--- src/rtl/if_fetch_unit_pkg.sv ---
// if_fetch_unit_pkg: shared constants, FSM state and fetch-queue entry type for the fetch stage
package if_fetch_unit_pkg;
    localparam logic [31:0] NOP_INSTR = 32'h0000_0013;
    localparam logic [63:0] PC_INCR   = 64'd4;
    typedef enum logic [1:0] {IDLE, WAIT, SQUASH} fetch_state_t;
    typedef struct packed {
        logic [63:0] pc;
        logic [31:0] instr;
    } fq_entry_t;
endpackage

--- src/rtl/fetch_queue.sv ---
// fetch_queue: 2-entry FIFO of {pc, instr} between instruction memory and IF/ID
// Ports: clk, reset (async, active-high); push/din write an entry, pop drops the head,
// flush empties the queue and overrides push/pop; count and head describe the current contents.
module fetch_queue
    import if_fetch_unit_pkg::*;
#(
    parameter int QDEPTH = 2
) (
    input  logic      clk,
    input  logic      reset,
    input  logic      push,
    input  logic      pop,
    input  logic      flush,
    input  fq_entry_t din,
    output logic [1:0] count,
    output fq_entry_t head
);
    fq_entry_t  mem [QDEPTH];
    logic [1:0] slot;
    // A simultaneous pop frees the head first, so the new entry lands one slot lower.
    assign slot = count - {1'b0, pop};
    assign head = mem[0];
    always_ff @(posedge clk or posedge reset) begin
        if (reset) begin
            count <= '0;
            mem   <= '{default: '0};
        end else if (flush) begin
            count <= '0;
        end else begin
            count <= count + {1'b0, push} - {1'b0, pop};
            if (pop) mem[0] <= mem[1];
            if (push) mem[slot[0]] <= din;
        end
    end
endmodule

--- src/rtl/if_fetch_unit.sv ---
// if_fetch_unit: RV64 instruction-fetch stage with PC, imem req/ack handshake and 2-entry queue
// Ports: clk, reset (async, active-high); stall/redirect/redirect_pc from the pipeline;
// imem_req/imem_addr/imem_ack/imem_rdata to instruction memory; PCOut/instruction/fetch_valid
// present the queue head to IF/ID (NOP and PC 0 when empty).
module if_fetch_unit
    import if_fetch_unit_pkg::*;
#(
    parameter logic [63:0] RESET_PC = 64'h0,
    parameter int          QDEPTH   = 2
) (
    input  logic        clk,
    input  logic        reset,
    input  logic        stall,
    input  logic        redirect,
    input  logic [63:0] redirect_pc,
    output logic        imem_req,
    output logic [63:0] imem_addr,
    input  logic        imem_ack,
    input  logic [31:0] imem_rdata,
    output logic [63:0] PCOut,
    output logic [31:0] instruction,
    output logic        fetch_valid
);
    localparam logic [1:0] QMAX = 2'(QDEPTH);
    fetch_state_t state, state_d;
    logic [63:0]  pc, pc_d, addr_d, nxt;
    logic [1:0]   count, post;
    logic         acked, push, pop, room, issue;
    fq_entry_t    din, head;
    assign acked = imem_ack && state != IDLE;
    // Redirect flushes the queue, so neither the acked word nor the pop survive it.
    assign push  = acked && state == WAIT && !redirect;
    assign pop   = !stall && count != '0 && !redirect;
    assign post  = count + {1'b0, push} - {1'b0, pop};
    // A new request is only issued when its response is guaranteed a free slot.
    assign room  = redirect || post < QMAX;
    assign issue = room && (state == IDLE || acked);
    assign nxt   = redirect ? redirect_pc : state == WAIT ? imem_addr + PC_INCR : pc;
    always_comb begin
        state_d = issue ? WAIT : acked ? IDLE : (redirect && state == WAIT) ? SQUASH : state;
        addr_d  = issue ? nxt : imem_addr;
        pc_d    = redirect ? redirect_pc : push ? imem_addr + PC_INCR : pc;
    end
    always_ff @(posedge clk or posedge reset) begin
        if (reset) begin
            state     <= IDLE;
            pc        <= RESET_PC;
            imem_addr <= '0;
        end else begin
            state     <= state_d;
            pc        <= pc_d;
            imem_addr <= addr_d;
        end
    end
    assign imem_req = state != IDLE;
    assign din      = {imem_addr, imem_rdata};
    fetch_queue #(.QDEPTH(QDEPTH)) u_fq (
        .clk   (clk),
        .reset (reset),
        .push  (push),
        .pop   (pop),
        .flush (redirect),
        .din   (din),
        .count (count),
        .head  (head)
    );
    assign fetch_valid = count != '0;
    assign PCOut       = fetch_valid ? head.pc : '0;
    assign instruction = fetch_valid ? head.instr : NOP_INSTR;
endmodule

--- config.mk ---
export PLATFORM = sky130hd
export DESIGN_NAME = if_fetch_unit
export DESIGN_NICKNAME = d
export VERILOG_FILES = /design/src/rtl/if_fetch_unit_pkg.sv /design/src/rtl/fetch_queue.sv /design/src/rtl/if_fetch_unit.sv
export SDC_FILE = /design/constraint.sdc
export NUM_CORES = 1
export LEC_CHECK = 0
export CAP_MARGIN = 20
export CORE_ASPECT_RATIO = 1.4
export CORE_UTILIZATION = 40
export DETAILED_ROUTE_END_ITERATION = 8
export SKIP_LAST_GASP = 1
export SYNTH_ARGS = -nofsm -noshare
export SYNTH_HDL_FRONTEND = slang
export SYNTH_SLANG_ARGS = --single-unit
--- constraint.sdc ---
create_clock -name clk -period 31.6 [get_ports clk]
set_input_delay 4.74 -clock clk [delete_from_list [all_inputs] [get_ports clk]]
set_output_delay 4.74 -clock clk [all_outputs]
set_load 0.02 [all_outputs]
==> out/qor.yml, run 1 <==
fillers: 3886
placed_cell_area_sq_um: 19730
grtUsageTotal_pct: 24.81
drive_above_1_share_pct: 9.881
cts-root-buf: "clkbuf_16"
grt_pass1_wl_um: 83980
area_growth_pct: 24.38
leakagePower_nw: 8.279
fin_crit_ps: 8136
crit_required_ps: 31970
io_pins: 263
design_area_sq_um: 20950
period_share_pct: 25.75
grt_max_degree: 113
yosysSeqAreaShare_pct: 48.14
dieArea_sq_um: 42940
dpl.hpwl_um: 33730
power.total_mw: 1.677
cts_buffers: 35
start_kind: "input pin"
antenna_found_initial: 2
gp_congestion: 0.7920
reg2reg_from: "u_fq.count[1]$_DFF_PP0_"
vdd_drop_max_uv: 39.83
cts_tree: "built"
r2r_end: "u_fq.head[53]$_DFFE_PP0N_"
core_sq_um: 41400
slew_viol_final: 0
preCtsSetupSlack_ps: 22920
setup_viol: 0
async_reset_ff_share_pct: 100.0
htree_levels: 2
dp_cells: 2501
slew_headroom_pct: 28.23
max_freq_mhz: 122.9
cts.repair.resized: 0
die_y_um: 244.8
syn_area_per_cell_sq_um: 9.123
power.density_nw_per_um2: 80.05
fin_nets: 2102
initial_core_util_pct: 40.68
drc_errors: 0
netlist-cell-type-count: 56
worst-r2r-cell-count: 9
reg2reg_setup_slack_ps: 27440
num_rows: 88
tightest_slew_ps: 1077
fin_util_pct: 50.60
grt_overflow: 0
yosys_warnings: 0
detail-route-antenna-nets: 0
vias_per_cell: 5.791
port_buffers: 262
syn_nets: 1950
cts_setup_buffers: 0
hold_viol_final: 0
routedWlPerCell_um: 20.88
clk_pin_slew_ps: 70
min_path_type: "register to register"
drt-initial-drc-count: 1338
syn-cell-area_sq_um: 16840
cap_violations: 0
die_w_um: 175.4
drtPass1Iterations: 6
holdWs_ps: 499.5
synthFlopType: "dfrtp_1"
clkLatencyLatePin_ps: 530
fin_skew_ps: 13.57
synth_edf_count: 0
cts_num_sinks: 324
syn_inst: 1846
rsz0062_at_grt: "no"
cp-end-kind: "register"
min_path_cells: 1
grt_pass1_vias: 14434
ys_ff_latch: 324
clk_path_buf_depth: 3
routed_wl_um: 53560
crit_arrival_ps: 8500
setup_ws_ps: 23460
hold_buffers: 0
critPathKind: "input pin to register"
setup_tns_ps: 0
cp_max_fo: 108
stdcell_count: 2565
outcome: "completed"
vias: 14853
## worst max path at each step
stage | start | endpoint
6_report | redirect | u_fq.head[53]$_DFFE_PP0N_
5_1_grt | redirect | u_fq.head[45]$_DFFE_PP0N_
4_1_cts | redirect | u_fq.head[24]$_DFFE_PP0N_
3_5_place_dp | redirect | u_fq.head[24]$_DFFE_PP0N_
3_3_place_gp | redirect | u_fq.head[54]$_DFFE_PP0N_
2_1_floorplan | reset | async pin
## placed cells by master, fill, tap and decap left out, types with 12 or more instances in the layout
master           instances
a21oi_1                 58
a222oi_1                14
a22oi_1                 20
a31oi_1                 16
and2_1                  94
and3_1                  22
buf_4                   25
clkbuf_16               37
clkdlybuf4s50_1        261
dfrtp_1                324
inv_1                   27
mux2_2                  96
nand2_1                207
nand3_1                 33
nand4_1                 23
nor2_1                  72
nor3_1                  19
nor4_1                  22
o211ai_1                12
o21ai_0                336
o22ai_1                 18
or3_1                  100
xnor2_1                 32
xor2_1                  17
## logic make-up after synthesis
kind of cell	after synthesis	synth area share (%)
AO/OA/AOI/OAI	531	18.21
XOR/XNOR	50	2.682
adder cells (fa/ha/maj)	3	0.2229
buffers and inverters	202	4.636
flip-flops	324	48.14
multiplexers	105	6.954
AND/OR/NAND/NOR	631	19.15
## power by group
part	internal, mW	total, mW	switching (mW)
clock	0.262	0.436	0.173
sequential	0.571	0.721	0.149
combinational	0.247	0.521	0.274
total	1.08	1.68	0.596
## synth_stat cells (all sizes together), types with 12 or more instances
| cell | count | share of area, % |
|---|---|---|
| a21oi | 58 | 1.7 |
| a222oi | 14 | 0.83 |
| a22oi | 20 | 0.89 |
| a31oi | 16 | 0.59 |
| and2 | 94 | 3.5 |
| and3 | 22 | 0.82 |
| buf | 26 | 0.70 |
| clkbuf | 146 | 3.3 |
| dfrtp | 324 | 48 |
| inv | 30 | 0.67 |
| mux2 | 96 | 6.4 |
| nand2 | 209 | 4.7 |
| nand3 | 33 | 0.98 |
| nand4 | 24 | 0.93 |
| nor2 | 78 | 1.8 |
| nor3 | 20 | 0.62 |
| nor4 | 24 | 0.97 |
| o211ai | 12 | 0.53 |
| o21ai | 336 | 10 |
| o22ai | 19 | 0.71 |
| or3 | 101 | 3.8 |
| xnor2 | 32 | 1.7 |
| xor2 | 17 | 0.88 |
## layer usage
| metal | track usage, % | share of wire [%] | routed length (um) |
|---|---|---|---|
| met1 | 32.96 | 42 | 22670 |
| met2 | 41.80 | 49 | 26280 |
| met3 | 2.804 | 5.5 | 2927 |
| met4 | 8.593 | 3.1 | 1681 |
| met5 | 0 | 0 | 0 |
## worst max-delay path, cell delays in order
cell and delay (ps):
buf_6 400, or3_4 580, clkinv_2 120, ha_1 350
inv_1 100, nor2_4 410, buf_4 570, buf_4 830
o21ai_0 220
## final cells by class
cell class | count | area [sq um] | share of cell area (%)
Antenna cell | 1 | 2.502 | 0.01195
Clock buffer | 53 | 1086 | 5.185
Clock inverter | 10 | 131.4 | 0.6272
Inverter | 30 | 121.4 | 0.5794
Multi-Input combinational cell | 1320 | 8011 | 38.25
Sequential cell | 324 | 8108 | 38.71
Tap cell | 540 | 675.6 | 3.225
Timing Repair Buffer | 287 | 2811 | 13.42
(Power assumes the default switching activity.)
==> run 2: changes to the inputs <==
==> constraint.sdc (replaced) <==
create_clock -name clk -period 6.6 [get_ports clk]
set_input_delay 0.99 -clock clk [delete_from_list [all_inputs] [get_ports clk]]
set_output_delay 0.99 -clock clk [all_outputs]
set_load 0.02 [all_outputs]
==> run 2 against run 1 <==
Effect of this change:
- utilization is essentially flat
- cell area is essentially flat
- global-route usage shrank 0.16 points
- clock skew is essentially flat
- first-iteration DRC count shrank 12%
- worst setup slack lost 21000 ps
- critical path depth grew 4
==> out/qor.yml, run 2 (synthesized netlist as in run 1, its figures left out) <==
outcome: "completed"
slew_headroom_pct: 27.31  # -0.92 points
min_path_type: "register to register"
grt_pass1_wl_um: 83700  # -0.33%
period_share_pct: 58.63
area_growth_pct: 24.48  # about the same
critical_path.startpoint: "imem_ack"
clk_path_buf_depth: 3  # unchanged
setup_viol: 0  # unchanged
drtPass1Iterations: 8  # +2
cts_buffers: 36  # +2.9%
fillers: 3903  # +0.44%
die_y_um: 244.8  # unchanged
initial_core_util_pct: 40.68  # unchanged
io_pins: 263  # unchanged
vdd_drop_max_uv: 183.2  # +360%
drive_above_1_share_pct: 9.891  # about the same
clk_pin_slew_ps: 60  # about the same
setup_tns_ps: 0  # unchanged
cap_violations: 0  # unchanged
vias: 14960  # +0.72%
worst-r2r-cell-count: 14  # +5
grt_overflow: 0  # unchanged
clkLatencyLatePin_ps: 540  # about the same
slowest_delay_ps: 610  # -220 ps
cp_slowest_cell: "clkdlybuf4s50_1"
cts-root-buf: "clkbuf_16"
crit_chain: "clkdlybuf4s50_1, and2_1, buf_4, nand2_1, inv_1, ha_1, xnor3_1, nor2_1, nor2_4, buf_4, nand2_1, o22ai_1, a21oi_1"
crit_required_ps: 6980  # -24990 ps
gp_congestion: 0.8149  # +2.9%
reg2reg_from: "state[0]$_DFFE_PP0P_"
cts_tree: "built"
fin_crit_ps: 3870
drc_errors: 0  # unchanged
dieArea_sq_um: 42940  # unchanged
rsz0062_at_grt: "no"
routedWlPerCell_um: 20.84  # -0.20%
critPathKind: "input pin to register"
port_buffers: 262  # unchanged
tightest_slew_ps: 1090  # +13.79 ps
die_w_um: 175.4  # unchanged
cts_setup_buffers: 0  # unchanged
grt_max_degree: 155  # +37%
cts_num_sinks: 324  # unchanged
cp-end-kind: "register"
dpl.hpwl_um: 33330  # -1.2%
hold_viol_final: 0  # unchanged
design_area_sq_um: 20960  # about the same
cp_max_fo: 34  # -69%
antenna_found_initial: 2  # unchanged
final_cell_mix: "o21ai_0, dfrtp_1, clkdlybuf4s50_1"
crit_arrival_ps: 4250  # -4250 ps
holdWs_ps: 497.7  # -1.799 ps
max_freq_mhz: 258.4
grt_pass1_vias: 14571  # +0.95%
start_kind: "input pin"
final_common_cell: "o21ai_0"
fin_nets: 2103  # +0.048%
grtUsageTotal_pct: 24.65  # -0.16 points
drt-initial-drc-count: 1178  # -12%
cts.repair.resized: 0  # unchanged
power.total_mw: 8.018  # +380%
htree_levels: 2  # unchanged
core_sq_um: 41400  # unchanged
power.density_nw_per_um2: 382.5  # +380%
placed_cell_area_sq_um: 19760  # +0.17%
hold_buffers: 0  # unchanged
fin_skew_ps: 13.95  # +0.3772 ps
num_rows: 88  # unchanged
vias_per_cell: 5.835  # +0.76%
detail-route-antenna-nets: 0  # unchanged
min_path_cells: 1  # unchanged
routed_wl_um: 53430  # -0.24%
leakagePower_nw: 8.270  # about the same
slew_viol_final: 0  # unchanged
-- run 2: cell types whose count changed in the layout (fill, tap and decap cells not counted), sizes merged --
| cell | before | now |
|---|---|---|
| clkbuf | 53 | 46 |
| diode | 1 | 2 |
| clkinv | 6 | 8 |
| clkinvlp | 1 | 3 |
| bufinv | 3 | 4 |
-- run 2: critical path, delay by kind of cell --
| family | cells | cell delay, ps |
|---|---|---|
| buffers and inverters | 4 | 1560 |
| and+or+nand+nor | 5 | 1070 |
| AOI/OAI and AO/OA | 2 | 220 |
| xor gates and xnor gates | 1 | 210 |
| adders and majority gates | 1 | 160 |
-- run 2: per-layer routing --
metal / wire, um / global-route usage [%] / vias up
met5: 8 / 0 / -
met4: 1586 / 8.849 / 2
met3: 3047 / 3.191 / 107
met2: 26380 / 41.57 / 539
met1: 22410 / 32.34 / 7446
li1: - / - / 6866
-- run 2: power by group --
group / internal [mW] / switching, mW / leakage, nW
sequential: 2.74 / 0.696 / 4.01
clock: 1.24 / 0.839 / 0.590
combinational: 1.19 / 1.32 / 3.67
-- run 2: final timing paths --
check                      slack [ps]                         to
hold / removal                    500                   register
max in group asynchronous        4180                  async pin
setup / recovery                 2730   imem_addr[2]$_DFFE_PP0P_
min in group asynchronous         700  u_fq.head[28]$_DFFE_PP0N_
setup reg to reg                 2950   imem_addr[2]$_DFFE_PP0P_
hold reg to reg                   500                   register
-- run 2: per-stage QoR --
step	utilization [%]	cells	setup slack, ps
floorplan	-	1846	1287
global placement	47.73	2501	2367
detailed placement	47.73	2501	2261
CTS	50.63	2562	2714
global route	50.63	2563	2569
finish	50.64	2564	2730
-- run 2: layout make-up --
cell class | count | area [sq um] | share of cell area, %
sequential | 324 | 8108 | 38.67
multi-input combinational | 1320 | 8011 | 38.22
timing repair buffer | 287 | 2849 | 13.59
clock buffer | 46 | 1010 | 4.816
tap | 540 | 675.6 | 3.223
clock inverter | 15 | 187.7 | 0.8953
inverter | 30 | 117.6 | 0.5610
antenna | 2 | 5.005 | 0.02387
